$ cat src/rtl/instr_encoder_if.sv
// Handshake bundle for instr_encoder: the field-set input side and the encoded-word output side.
interface instr_encoder_if;
    logic        in_valid;
    logic        in_ready;
    logic [1:0]  fmt;
    logic [6:0]  opcode;
    logic [2:0]  funct3;
    logic [6:0]  funct7;
    logic [4:0]  rd;
    logic [4:0]  rs1;
    logic [4:0]  rs2;
    logic [31:0] imm;
    logic        out_valid;
    logic        out_ready;
    logic [31:0] out_instr;
    logic [31:0] out_addr;

    modport master (
        output in_valid, fmt, opcode, funct3, funct7, rd, rs1, rs2, imm, out_ready,
        input  in_ready, out_valid, out_instr, out_addr
    );

    modport slave (
        input  in_valid, fmt, opcode, funct3, funct7, rd, rs1, rs2, imm, out_ready,
        output in_ready, out_valid, out_instr, out_addr
    );
endinterface

$ cat src/rtl/instr_encoder.sv
// RV32 R/I/S/B instruction encoder feeding a 2-entry FIFO of address-tagged words.
// Define IMM_CHECK_EN to drop and count words whose immediate does not fit the format.
module instr_encoder #(
    parameter logic [31:0] BASE_ADDR = 32'h0000_0000
) (
    input  logic           clk,
    input  logic           rst_n,
    input  logic           clear,
    instr_encoder_if.slave bus,
    output logic           err_pulse,
    output logic [7:0]     err_count
);
    typedef enum logic [1:0] {FMT_R = 2'b00, FMT_I = 2'b01, FMT_S = 2'b10, FMT_B = 2'b11} fmt_e;

    typedef struct packed {
        logic [31:0] addr;
        logic [31:0] instr;
    } entry_t;

    entry_t      mem [2];
    logic        wr_ptr;
    logic        rd_ptr;
    logic [1:0]  count;
    logic [31:0] addr_q;
    logic        ready_en;
    logic [31:0] enc_word;
    logic        imm_bad;
    logic        push;
    logic        pop;
    logic        store;

    // NOTE: every always_comb output gets a default first so no path can infer a latch.
    always_comb begin
        enc_word = '0;
        case (fmt_e'(bus.fmt))
            FMT_R:   enc_word = {bus.funct7, bus.rs2, bus.rs1, bus.funct3, bus.rd, bus.opcode};
            FMT_I:   enc_word = {bus.imm[11:0], bus.rs1, bus.funct3, bus.rd, bus.opcode};
            FMT_S:   enc_word = {bus.imm[11:5], bus.rs2, bus.rs1, bus.funct3, bus.imm[4:0], bus.opcode};
            FMT_B:   enc_word = {bus.imm[12], bus.imm[10:5], bus.rs2, bus.rs1, bus.funct3,
                                 bus.imm[4:1], bus.imm[11], bus.opcode};
            default: enc_word = '0;
        endcase
    end

    assign bus.in_ready  = ready_en && (count != 2'd2);
    assign bus.out_valid = (count != 2'd0);
    assign bus.out_instr = mem[rd_ptr].instr;
    assign bus.out_addr  = mem[rd_ptr].addr;

    assign push  = bus.in_valid && bus.in_ready;
    assign pop   = bus.out_valid && bus.out_ready;
    assign store = push && !imm_bad;

    // in_ready is held low through reset and rises on the first edge after release.
    always_ff @(posedge clk or negedge rst_n) begin
        if (!rst_n) ready_en <= 1'b0;
        else        ready_en <= 1'b1;
    end

    // NOTE: sequential state uses non-blocking assignments so all registers sample pre-edge values.
    // NOTE: the two-entry store is reset so out_instr/out_addr read zero straight out of reset.
    always_ff @(posedge clk or negedge rst_n) begin
        if (!rst_n) begin
            mem[0] <= '0;
            mem[1] <= '0;
            wr_ptr <= 1'b0;
            rd_ptr <= 1'b0;
            count  <= 2'd0;
            addr_q <= BASE_ADDR;
        end else if (clear) begin
            wr_ptr <= 1'b0;
            rd_ptr <= 1'b0;
            count  <= 2'd0;
            addr_q <= BASE_ADDR;
        end else begin
            if (store) begin
                mem[wr_ptr] <= '{addr: addr_q, instr: enc_word};
                wr_ptr      <= ~wr_ptr;
                addr_q      <= addr_q + 32'd4;
            end
            if (pop) rd_ptr <= ~rd_ptr;
            case ({store, pop})
                2'b10:   count <= count + 2'd1;
                2'b01:   count <= count - 2'd1;
                default: count <= count;
            endcase
        end
    end

`ifdef IMM_CHECK_EN
    logic signed [31:0] simm;
    logic               drop;

    assign simm = $signed(bus.imm);

    always_comb begin
        imm_bad = 1'b0;
        case (fmt_e'(bus.fmt))
            FMT_I, FMT_S: imm_bad = (simm < -32'sd2048) || (simm > 32'sd2047);
            FMT_B:        imm_bad = (simm < -32'sd4096) || (simm > 32'sd4094) || bus.imm[0];
            default:      imm_bad = 1'b0;
        endcase
    end

    // A word discarded by clear is not an immediate error.
    assign drop = push && imm_bad && !clear;

    always_ff @(posedge clk or negedge rst_n) begin
        if (!rst_n) begin
            err_pulse <= 1'b0;
            err_count <= 8'd0;
        end else begin
            err_pulse <= drop;
            if (drop && (err_count != 8'hFF)) err_count <= err_count + 8'd1;
        end
    end
`else
    // Upper immediate bits only matter to the range check.
    logic unused_imm;
    assign unused_imm = ^bus.imm[31:13];
    assign imm_bad    = 1'b0;
    assign err_pulse  = 1'b0;
    assign err_count  = 8'd0;
`endif
endmodule

$ cat src/flat_wrapper.sv
// flat-port wrapper written by rule: the top's interface ports become plain ports
module instr_encoder_flat 
#(
    parameter logic [31:0] BASE_ADDR = 32'h0000_0000
)
  (clk, rst_n, clear, err_pulse, err_count, bus_in_valid, bus_fmt, bus_opcode, bus_funct3, bus_funct7, bus_rd, bus_rs1, bus_rs2, bus_imm, bus_out_ready, bus_in_ready, bus_out_valid, bus_out_instr, bus_out_addr);
  instr_encoder_if bus_i ();
  input  logic clk;
  input  logic rst_n;
  input  logic clear;
  output logic err_pulse;
  output logic [7:0] err_count;
  input wire logic [$bits(bus_i.in_valid)-1:0] bus_in_valid;
  input wire logic [$bits(bus_i.fmt)-1:0] bus_fmt;
  input wire logic [$bits(bus_i.opcode)-1:0] bus_opcode;
  input wire logic [$bits(bus_i.funct3)-1:0] bus_funct3;
  input wire logic [$bits(bus_i.funct7)-1:0] bus_funct7;
  input wire logic [$bits(bus_i.rd)-1:0] bus_rd;
  input wire logic [$bits(bus_i.rs1)-1:0] bus_rs1;
  input wire logic [$bits(bus_i.rs2)-1:0] bus_rs2;
  input wire logic [$bits(bus_i.imm)-1:0] bus_imm;
  input wire logic [$bits(bus_i.out_ready)-1:0] bus_out_ready;
  output wire logic [$bits(bus_i.in_ready)-1:0] bus_in_ready;
  output wire logic [$bits(bus_i.out_valid)-1:0] bus_out_valid;
  output wire logic [$bits(bus_i.out_instr)-1:0] bus_out_instr;
  output wire logic [$bits(bus_i.out_addr)-1:0] bus_out_addr;
  assign bus_i.in_valid = bus_in_valid;
  assign bus_i.fmt = bus_fmt;
  assign bus_i.opcode = bus_opcode;
  assign bus_i.funct3 = bus_funct3;
  assign bus_i.funct7 = bus_funct7;
  assign bus_i.rd = bus_rd;
  assign bus_i.rs1 = bus_rs1;
  assign bus_i.rs2 = bus_rs2;
  assign bus_i.imm = bus_imm;
  assign bus_i.out_ready = bus_out_ready;
  assign bus_in_ready = bus_i.in_ready;
  assign bus_out_valid = bus_i.out_valid;
  assign bus_out_instr = bus_i.out_instr;
  assign bus_out_addr = bus_i.out_addr;
  instr_encoder #(.BASE_ADDR(BASE_ADDR)) u_core (.clk(clk), .rst_n(rst_n), .clear(clear), .bus(bus_i), .err_pulse(err_pulse), .err_count(err_count));
endmodule
$ cat config.mk
export PLATFORM = sky130hd
export DESIGN_NAME = instr_encoder_flat
export DESIGN_NICKNAME = d
export VERILOG_FILES = /design/src/rtl/instr_encoder_if.sv /design/src/rtl/instr_encoder.sv /design/src/flat_wrapper.sv
export SDC_FILE = /design/constraint.sdc
export NUM_CORES = 1
export LEC_CHECK = 0
export BUFFER_PORTS_ARGS = -buffer_cell sky130_fd_sc_hd__buf_2
export CAP_MARGIN = 20
export CORE_UTILIZATION = 50
export CTS_BUF_LIST = sky130_fd_sc_hd__clkbuf_16
export DETAILED_ROUTE_END_ITERATION = 16
export PLACE_DENSITY = 0.76
export RECOVER_POWER = 50
export REMOVE_ABC_BUFFERS = 1
export SLEW_MARGIN = 25
export SYNTH_ARGS = -nofsm -noshare
export SYNTH_HDL_FRONTEND = slang
export SYNTH_SLANG_ARGS = --single-unit
$ cat constraint.sdc
create_clock -name clk -period 2 [get_ports clk]
set_input_delay 0.6 -clock clk [delete_from_list [all_inputs] [get_ports clk]]
set_output_delay 0.6 -clock clk [all_outputs]
set_load 0.05 [all_outputs]
# Yosys cells after proc, flatten, opt, wreduce, memory -nomap -nowiden
# Cells that the tools add are included.
[word_totals]
out_inout_bits = 75
word_cells = 51
reg_bits = 165
inputBits = 71
[classes]
bitwise_logic = 5
muxes = 15
n_addsub = 3
reduce_logical = 10
n_eq_ne = 6
magnitude_cmp = 3
[ops]
columns = ["op", "n"]
rows = [
  ["two-way mux 64 bit", 4],
  ["bitwise mux 128 bit", 1],
  ["one-hot mux 32 bit (4 select lines)", 1],
  ["demux 64 bit (select 1 bit)", 1],
  ["two-way mux 32 bit", 2],
  ["adder 32 x 3 -> 32 bit (second input constant)", 1],
  ["equality test 2 bit (second input constant)", 3],
  ["nonzero test 2 bit", 3],
  ["equality test 2 x 1 -> 1 bit (second input constant)", 2],
  ["greater-or-equal comparator 2 bit (second input constant)", 2],
  ["logical AND 1 bit", 4],
  ["two-way mux 1 bit", 4],
  ["inverter 1 -> 2 bit", 2],
  ["one-hot mux 2 bit (2 select lines)", 1],
  ["inverter 1 bit", 3],
  ["nonzero test 3 bit", 1],
  ["adder 2 x 1 -> 2 bit (second input constant)", 1],
  ["zero test 2 bit", 1],
  ["less-than comparator 2 x 1 -> 1 bit (second input constant)", 1],
  ["two-way mux 2 bit", 1],
  ["!= test 2 bit (second input constant)", 1],
  ["AND reduction 2 bit", 1],
  ["subtractor 2 x 1 -> 2 bit (second input constant)", 1],
]

# Logic depth before layout (Yosys ltp)
[depth]
word_depth = 6
depth_mapped = 7
mapped_depth_nobuf = 5

# Worst setup path after synthesis
# OpenSTA, ideal clock, no wires.
[synth_timing]
path_type = "register -> output"
start = "register u_core.rd_ptr"
end = "output port bus_out_instr[7]"
n_path_buf = 2
required_time_ps = 1400
arrival_time_ps = 1916
stages_incl_launch_ff = 4
path_slack_ps = -516
cell_sequence = "dfrtp_1 clkbuf_1 clkbuf_1 o21ai_0"
[synth_between]
elab_chain_cells = 4
[synth_rtl]
columns = ["element", "line", "source"]
rows = [
  ["from (decl)", "instr_encoder.sv:22", "logic rd_ptr;"],
  ["from (signal assigned)", "instr_encoder.sv:81", "if (pop) rd_ptr <= ~rd_ptr;"],
  ["inverter 1 -> 2 bit (implied by the code)", "instr_encoder.sv:47", "assign bus.out_instr = mem[rd_ptr].instr;"],
  ["two-way mux 64 bit (implied by the code)", "instr_encoder.sv:47", ""],
  ["two-way mux 64 bit (2 in series)", "n/a", ""],
  ["to (decl)", "flat_wrapper.sv:25", "output wire logic [$bits(bus_i.out_instr)-1:0] bus_out_instr;"],
]
# Every way passes these cells. The select of a mux whose other input is x is not followed.

# Worst setup path in the final report
[layout_timing]
start = "register u_core.rd_ptr"
end = "output port bus_out_addr[4]"
[layout_between]
elab_chain_cells = 4
[layout_rtl]
columns = ["element", "line", "source"]
rows = [
  ["inverter 1 -> 2 bit (implied by the code)", "instr_encoder.sv:48", "assign bus.out_addr = mem[rd_ptr].addr;"],
  ["two-way mux 64 bit", "n/a", ""],
  ["two-way mux 64 bit (implied by the code) (2 in series)", "instr_encoder.sv:48", ""],
  ["to (decl)", "flat_wrapper.sv:26", "output wire logic [$bits(bus_i.out_addr)-1:0] bus_out_addr;"],
]
# Every way passes these cells. The select of a mux whose other input is x is not followed.

==> impl_results.md <==
* Clock Pin Slew Worst Setup and Hold Paths at 0.07 ns
* Chip Width at around 120 µm
* Most frequent cells in the layout: dfrtp_1, mux2_2, buf_6, nor2_1, buf_2
* Layout cells sized above 1 at 48.9%
* DRC Markers at 0
* Lkg Pwr at 4.57 nW
* Cell variety after synth at 33
* Seq/Total Area, Yosys at 53.1%
* Slew Limit Headroom at 14.1%
* Synth Warn # at 0
* Total track usage at 23.0%
* Post-synth EDFFs at 0
* FFs w/ async S/R, synth at between 90% and 100%
* Vias at roughly 5500
* Met3 Usage GRT at around 4.9%
* Root buf cell: clkbuf_16
* CP max FO at 7
* Pin count of the biggest net entering global routing at 54
* Grt ovf at 0
* CTS hold repair buffers at 0
* Worst setup startpoint: u_core.rd_ptr$_DFFE_PN0P_
* Via density at 5.64
* Core area at 14600 µm²
* Number of buffer cells added on primary ports at 115
* Post-route insts no fill at just under 1000
* P&R area growth vs syn at 31.6%
* CTS Buffer Depth at 2
* GRT Max-Usage Layer: met2
* # setup viols final at just over 60
* Net count, final at 844
* Global-route wire length before repair at 28500 µm
* Commonest non-fill, non-tap cell in the layout: dfrtp_1
* Site Rows at 44
* Minimum clock period at approximately 2.3 ns
* Max Clk Rate at 444 MHz
* Initial antenna violation count at 0
* HP Class: in2reg
* Final setup margin at -0.251 ns
* Seq cells post-synth at ~160
* Met1 Use GR at approximately 29%
* ANT nets after route at 0
* Critical Setup Path Class: reg2out
* Initial DRC Count at 337
* Reg2reg path depth at 5
* Crit path to: bus_out_addr[4]
* Synth Flop Type: dfrtp_1
* Clock insertion delay at the later pin of the skew report at between 0.4 and 0.5 ns
* Placed Instances at 921
* Maxcap violations at 0
* IO Count at 146
* Cell area after synthesis at 7490 µm²
* TNS Setup at -13.88 ns
* Internal reg-to-reg setup slack at 0.06 ns
* Syn_area_per_cell at 12.1 µm²
* Final hold violations at 0
* Status: finished, violations left
* Hpwl dp at 10900 µm
* Failing checks: negative setup slack
* CP Data Arrival Time at between 1.5 and 2 ns
* Diode count at 0
* RSZ-0062 raised after global routing: yes
* Reg-to-reg endpoint: u_core.addr_q[11]$_DFFE_PN0P_
* Count of pins over their slew limit at 0
* Clock H-tree levels at 4
* Met2 usage at 39.2%
* Setup Skew at 0.00903 ns
* CP required at 1.40 ns
* Ratio of final minimum period to clock period at 113%
* Crit end category: primary output
* Final core occ at roughly two thirds
* Routability cong. at about 0.82
* Power Density at 990 nW/µm²
* Dpl cell area at 8520 µm²
* Initial Utilization at 51.3%
* CTS Buf Count at 17
* Syn Inst Count at 620
* Final wirelength at 17700 µm
* Die Y at 124 µm
* Fin Hold WS at 0.422 ns
* Number of global-route vias before repair at roughly 5700
* TritonCTS clock tree: yes
* VDD IR max at ~0.8 mV
* Routed len/inst at 18.3 µm
* Die ar. at 15500 µm²
* Tightest Pin Transition at 1.29 ns
* Final Instance Area at 9850 µm²
* Startpoint Class: register
* R2R Path Start: u_core.addr_q[5]$_DFFE_PN0P_
* Initial DRT Pass Iterations at 5
* Clk sinks at about 160
final cells by class:
class	instances	area [µm²]
clock buffers	17	425
clock inverters	15	193
fillers	1042	4740
inverters	3	11.3
multi-input cells	416	3420
flip-flops and latches	159	3990
well taps	184	230
repair buffers	175	1590
registers in the layout, summed over array words and instances, names as in the netlist:
register / count
u_core.addr_q: 30
u_core.count: 2
u_core.ready_en: 1
u_core.rd_ptr: 1
u_core.mem: 124
u_core.wr_ptr: 1
routing by layer:
metal  routed length [µm]  share of wire, %
met3                  922               5.2
met5                    0                 0
met1                 7370                42
met4                  253               1.4
met2                 9150                52
cell families after synthesis:
| family | Yosys count | share of synthesized area (%) |
|---|---|---|
| mux | 179 | 26.6 |
| flops | 159 | 53.1 |
| simple gates | 145 | 10.2 |
| compound gates | 66 | 4.78 |
| buf+inv | 56 | 3.64 |
| xor+xnor | 12 | 1.40 |
| other cells | 2 | 0.100 |
| fa+ha+maj | 1 | 0.167 |
cell usage after synthesis, types with 4 or more instances:
library cell / number / area (µm²)
nand3_1: 12 / 60.1
o21ai_0: 8 / 40.0
clkbuf_1: 30 / 113
mux2_2: 160 / 1800
buf_1: 5 / 18.8
xnor2_1: 11 / 96.3
nor4_1: 11 / 68.8
o31ai_1: 10 / 75.1
and4_1: 4 / 35.0
buf_2: 5 / 25.0
mux2i_1: 19 / 190
nand2_1: 15 / 56.3
and3_1: 6 / 37.5
a21oi_1: 47 / 235
dfrtp_1: 159 / 3980
nor2b_1: 10 / 62.6
nor2_1: 52 / 195
or3_1: 5 / 31.3
nand4_1: 9 / 56.3
or4_1: 11 / 82.6
buf_4: 11 / 82.6
power breakdown:
| part | total (mW) | internal [mW] | leakage (nW) | switching, mW |
|---|---|---|---|---|
| sequential | 3.82 | 3.61 | 2.07 | 0.211 |
| combinational | 2.56 | 1.10 | 2.20 | 1.46 |
| clock | 3.38 | 2.08 | 0.298 | 1.30 |
| total | 9.75 | 6.78 | 4.57 | 2.97 |
critical path, cell delays in order, from the launching register on:
cell     delay (ns)
dfrtp_2        0.44
buf_6          0.16
buf_16         0.15
mux2_4         0.32
buf_8          0.15
timing repair:
item,CTS,global route
cloned,2,2
buffers inserted,6,6
pin swaps,1,5
setup endpoints to repair,72,94
gates resized for setup,127,56
per-stage QoR:
| step | setup WS, ns | total power [mW] |
|---|---|---|
| after global routing | -0.294 | 10.1 |
| after floorplan | -6.37 | 5.40 |
| final | -0.251 | 9.75 |
| after detailed placement | -0.276 | 5.95 |
| after global placement | -0.215 | 5.86 |
| after CTS | -0.277 | 9.67 |
how the worst min path moves through the flow:
stage	endpoint	cells past startpoint	start
finish	u_core.mem[0]$_DFFE_PN0P_	2	bus_opcode[0]
global route	u_core.mem[0]$_DFFE_PN0P_	2	bus_opcode[0]
CTS	u_core.mem[110]$_DFFE_PN0P_	1	rst_n
detailed placement	u_core.mem[54]$_DFFE_PN0P_	1	u_core.mem[54]$_DFFE_PN0P_
global placement	u_core.mem[37]$_DFFE_PN0P_	1	u_core.mem[37]$_DFFE_PN0P_
floorplan	u_core.addr_q[10]$_DFFE_PN0P_	0	rst_n
(Power assumes the default switching activity.)
